## src/rtl/pio_port.sv

```systemverilog
// Avalon-MM parallel I/O slave: output register with atomic set/clear, synchronised
// inputs with per-bit edge capture, maskable level interrupt and registered readback.

module pio_lane #(
   parameter int EDGE_TYPE   = 0,
   parameter int SYNC_STAGES = 2
) (
   input  logic clk,
   input  logic reset,
   input  logic in_bit,
   input  logic clr,
   output logic sync_bit,
   output logic cap_bit
);

   logic [SYNC_STAGES-1:0] sync_q;
   logic                   prev_q;
   logic                   edge_det;

   // The synchroniser and edge history keep running through reset so that a
   // long enough reset leaves no stale edge behind at release.
   always_ff @(posedge clk) begin
      sync_q <= {sync_q[SYNC_STAGES-2:0], in_bit};
      prev_q <= sync_q[SYNC_STAGES-1];
   end

   assign sync_bit = sync_q[SYNC_STAGES-1];

   always_comb begin
      edge_det = 1'b0;
      if (EDGE_TYPE == 0)
         edge_det = sync_bit & ~prev_q;
      else if (EDGE_TYPE == 1)
         edge_det = ~sync_bit & prev_q;
      else
         edge_det = sync_bit ^ prev_q;
   end

   // A fresh edge beats a same-cycle clear.
   always_ff @(posedge clk) begin
      if (reset)
         cap_bit <= 1'b0;
      else
         cap_bit <= (cap_bit & ~clr) | edge_det;
   end

endmodule

module pio_port #(
   parameter int                    DATA_WIDTH  = 10,
   parameter logic [DATA_WIDTH-1:0] RESET_VALUE = '0,
   parameter int                    EDGE_TYPE   = 0,
   parameter int                    SYNC_STAGES = 2
) (
   input  logic                  clk,
   input  logic                  reset,
   input  logic [2:0]            address,
   input  logic                  chipselect,
   input  logic                  write_n,
   input  logic                  read_n,
   input  logic [DATA_WIDTH-1:0] writedata,
   output logic [DATA_WIDTH-1:0] readdata,
   input  logic [DATA_WIDTH-1:0] in_port,
   output logic [DATA_WIDTH-1:0] out_port,
   output logic                  irq
);

   localparam logic [2:0] ADDR_DATA     = 3'd0;
   localparam logic [2:0] ADDR_OUTSET   = 3'd1;
   localparam logic [2:0] ADDR_OUTCLR   = 3'd2;
   localparam logic [2:0] ADDR_IRQ_MASK = 3'd3;
   localparam logic [2:0] ADDR_EDGE_CAP = 3'd4;

   logic                  wr, rd;
   logic [DATA_WIDTH-1:0] out_reg, mask, cap, in_sync, cap_clr, rd_mux;

   assign wr = chipselect & ~write_n;
   assign rd = chipselect & ~read_n & ~wr;

   assign cap_clr = (wr && address == ADDR_EDGE_CAP) ? writedata : '0;

   for (genvar i = 0; i < DATA_WIDTH; i++) begin : g_lane
      pio_lane #(
         .EDGE_TYPE   (EDGE_TYPE),
         .SYNC_STAGES (SYNC_STAGES)
      ) u_lane (
         .clk      (clk),
         .reset    (reset),
         .in_bit   (in_port[i]),
         .clr      (cap_clr[i]),
         .sync_bit (in_sync[i]),
         .cap_bit  (cap[i])
      );
   end

   always_comb begin
      rd_mux = '0;
      case (address)
         ADDR_DATA:                rd_mux = in_sync;
         ADDR_OUTSET, ADDR_OUTCLR: rd_mux = out_reg;
         ADDR_IRQ_MASK:            rd_mux = mask;
         ADDR_EDGE_CAP:            rd_mux = cap;
         default:                  rd_mux = '0;
      endcase
   end

   always_ff @(posedge clk) begin
      if (reset) begin
         out_reg  <= RESET_VALUE;
         mask     <= '0;
         readdata <= '0;
      end else begin
         if (wr) begin
            case (address)
               ADDR_DATA:     out_reg <= writedata;
               ADDR_OUTSET:   out_reg <= out_reg | writedata;
               ADDR_OUTCLR:   out_reg <= out_reg & ~writedata;
               ADDR_IRQ_MASK: mask    <= writedata;
               default:       ;
            endcase
         end
         if (rd)
            readdata <= rd_mux;
      end
   end

   assign out_port = out_reg;
   assign irq      = |(cap & mask);

endmodule

```

## config.mk

```make
export PLATFORM = sky130hd
export DESIGN_NAME = pio_port
export DESIGN_NICKNAME = d
export VERILOG_FILES = /design/src/rtl/pio_port.sv
export SDC_FILE = /design/constraint.sdc
export NUM_CORES = 1
export LEC_CHECK = 0
export ABC_AREA = 1
export CAP_MARGIN = 25
export CORE_MARGIN = 2
export CORE_UTILIZATION = 51
export DETAILED_ROUTE_END_ITERATION = 16
export GPL_TIMING_DRIVEN = 0
export PLACE_DENSITY = 0.78
export SLEW_MARGIN = 5
export SYNTH_ARGS = -nofsm -noshare
export SYNTH_HDL_FRONTEND = slang
export SYNTH_HIERARCHICAL = 1
export SYNTH_SLANG_ARGS = --single-unit
```

## constraint.sdc

```tcl
create_clock -name clk -period 1.39 [get_ports clk]
set_input_delay 0.278 -clock clk [delete_from_list [all_inputs] [get_ports clk]]
set_output_delay 0.278 -clock clk [all_outputs]
set_load 0.01 [all_outputs]
```

==> results by group, run 1 <==
Setup path
  • Worst setup SP type: flop
  • CP Max Fanout: 2
  • Crit path DAT: between 1000 and 1500 ps
  • Worst setup path start: mask[8]
  • Crit Path Category: flop to primary output
  • Worst reg2reg setup slack: roughly 440 ps
  • Worst setup path endpoint: irq
  • Crit end category: primary output
  • Worst Path Required: ~1100 ps
  • Worst Reg-to-Reg Cells: 7
  • Launching point of the worst reg2reg path: mask[8]
  • Critical R2R Capture: readdata[8]

Routing
  • Vias/cell: 5.11
  • Starting DRC count in detailed routing: 133
  • Vias: 2488
  • Final wirelength: 6.37 mm
  • Routed length per placed instance: around 13 µm
  • Final ANT Viol Nets: 0
  • # DRC: 0
  • DRT Pass-1 Iters: 6

Global routing
  • Tot GR Track Use: roughly 22%
  • Global-route wire length before repair: just over 10 mm
  • Vias in the first global route: 2259
  • Initial antenna violation count: 0
  • Largest net degree at the start of global routing: 14
  • Grt ovf: 0

Die
  • Die area: 5940 µm²
  • Die Wd: 77.1 µm
  • I/O pin total: 49
  • Initial core utilization: a little over half
  • Die H: 77.1 µm
  • Core area: slightly above 5000 µm²
  • Row cnt: 26

Timing
  • Worst Tran Pin Value: approximately 700 ps
  • RSZ-0062 raised after global routing: yes
  • Final Cycle Share: 113%
  • Setup violators final: 1
  • Achievable Freq: 0.637 GHz
  • Min Tclk post-route: ~1600 ps
  • Rel. slew slack: 52.8%
  • Max Transition Viols Final: 0
  • Final Skew: 4.14 ps
  • Min Hold Slack: 328 ps
  • Worst Setup Slack, final: -181 ps
  • Fin. Hold Viols: 0

Yosys
  • Synth top area share: 51.4%
  • Syn nets: about 380
  • Synth unique cells: 21
  • Fraction of registers with async set/reset: 0%
  • Mean Syn Cell Area: 7.78 µm²
  • Ys Warns: 6
  • Most common cell in the synthesized netlist: nand2_1
  • Top FF cell, synth: dfxtp_1
  • Netlist Area Pre-Place: between 2000 and 3000 µm²
  • Register area share after synthesis: 51.4%
  • Cell taking the most area after synthesis: dfxtp_1
  • Top post-synthesis cells by count: nand2_1 (84), dfxtp_1 (70), inv_1 (45), a21oi_1 (34), nand3_1 (32)
  • Flops & latches, synth: 70
  • Largest cells by area after synthesis: dfxtp_1 (51%), nand2_1 (12%), a21oi_1 (6.2%)
  • Post-synth EDFFs: 0
  • Gate Count Post-Synth: 350

Final layout
  • Share of layout cells above drive strength 1: 17.3%
  • Final #Nets: 440
  • Multi-input combinational cell area: 1090 µm²
  • Finished Cell Area: 3520 µm²
  • Synth-to-layout area growth: 29.1%
  • Register area: around 1400 µm²
  • FILL cells: ~460
  • # diodes: 0

Hold path
  • Hold Crit Class: flop to flop

Power and ir drop
  • VDD IR-drop max: 1.14 mV
  • Pwr dens: 1180 nW/µm²
  • Pleak: about 1.6 nW
  • Tot Pwr: slightly above 0.004 W

Run status
  • Failing checks: setup timing
  • Status: finished with violations

Job
  • Max Cap Viol: 0

Clock tree
  • CTS tree: done
  • Clk pin slew, worst setup/hold paths: 80 ps
  • Htree depth: 3
  • Worst skew pair latency: ~330 ps
  • CTS Buf Count: 9
  • Clk sink count: 70
  • CTS Buffer Depth: 2
  • CTS root buf: clkbuf_8

Placed design
  • Routability-driven placement congestion ratio: 0.855
  • Placed Area: 3270 µm²
  • Post-DP HPWL: 4.54 mm
  • I/O Buffers: 46
state kept, by name, summed over array words and instances, names as in the netlist:
register	count
g_lane.u_lane/prev_q	10
readdata	10
g_lane.u_lane/sync_q	20
out_port	10
g_lane.u_lane/cap_bit	10
mask	10
per-layer routing:
layer	GRT usage, %	wire, µm
met5	0	0
met4	10.0	99
met3	4.12	513
met2	35.9	2970
met1	28.3	2790
where the power goes:
part	internal, W	leakage [nW]	switching (W)
clock	0.000834	0.0996	0.000783
combinational	0.000163	0.921	0.000206
sequential	0.00210	0.581	0.0000601
cell families (layout without fill, tap and decap cells):
logic type | after synthesis | in the layout | share of synthesized area (%)
simple gates | 144 | 144 | 23.1
compound gates | 73 | 73 | 16.0
flops | 70 | 70 | 51.4
buf+inv | 63 | 130 | 9.46
timing repair:
action	in CTS	in global routing
hold buffers	0	0
buffers inserted	4	1
pin swaps	4	0
resized for setup	34	18
setup endpoints to repair	61	27
layout by cell type, fill, tap and decap left out, types with 2 or more instances in the layout:
master and n:
nand2_1 79, dfxtp_1 66, inv_1 43, a21oi_1 34, nand3_1 32, clkdlybuf4s50_1 23, dlygate4sd2_1 22, o21ai_0 20
a21oi_2 17, nor2_1 13, buf_2 10, nand4_1 10, clkbuf_8 9, buf_4 6, nand2_2 5, inv_2 4
clkbuf_2 4, dfxtp_2 4, a221oi_2 2, clkinv_2 2, clkinv_4 2
critical path, stage by stage, from the launching register on:
cell	delay [ps]
dfxtp_2	330
nand2_2	70
nand2_2	50
a221oi_2	210
nand3b_1	130
buf_2	160
cell type report:
cell class | count | area share, %
clock inverter | 7 | 2.10
buffer | 16 | 2.49
clock buffer | 9 | 3.52
timing repair buffer | 51 | 13.2
tap | 70 | 2.49
inverter | 47 | 5.02
multi-input combinational | 217 | 31.1
sequential | 70 | 40.0
worst min path at each step:
stage	startpoint	endpoint	slack, ps	depth (start not counted)
floorplan	in_port[0]	g_lane[0].u_lane/sync_q[0]	310	0
global placement	g_lane[7].u_lane/sync_q[0]	g_lane[7].u_lane/sync_q[1]	310	0
detailed placement	g_lane[1].u_lane/sync_q[0]	g_lane[1].u_lane/sync_q[1]	310	0
CTS	g_lane[1].u_lane/sync_q[0]	g_lane[1].u_lane/sync_q[1]	330	0
global route	g_lane[4].u_lane/sync_q[0]	g_lane[4].u_lane/sync_q[1]	330	0
finish	g_lane[4].u_lane/sync_q[0]	g_lane[4].u_lane/sync_q[1]	330	0
through the flow:
| stage | setup WS [ps] | TNS, ps | instances | utilization, % |
|---|---|---|---|---|
| 2_1_floorplan | 144 | 0 | 350 | - |
| 3_3_place_gp | -654 | -23960 | 466 | 63.7 |
| 3_5_place_dp | -672 | -25020 | 466 | 63.7 |
| 4_1_cts | -207 | -207 | 486 | 68.0 |
| 5_1_grt | -239 | -239 | 487 | 68.4 |
| 6_report | -181 | -181 | 487 | 68.4 |
Power figures use the tool's default switching activity.
==> run 2: changes to the inputs <==
--- a/config.mk
+++ b/config.mk
@@ -6,9 +6,9 @@
 export NUM_CORES = 1
 export LEC_CHECK = 0
 export ABC_AREA = 1
-export CAP_MARGIN = 25
 export CORE_MARGIN = 2
 export CORE_UTILIZATION = 51
+export CTS_CLUSTER_DIAMETER = 100
 export DETAILED_ROUTE_END_ITERATION = 16
 export GPL_TIMING_DRIVEN = 0
 export PLACE_DENSITY = 0.78
==> results of run 2 <==
Same layout as run 1: the final DEF is identical, and so are final timing and power.
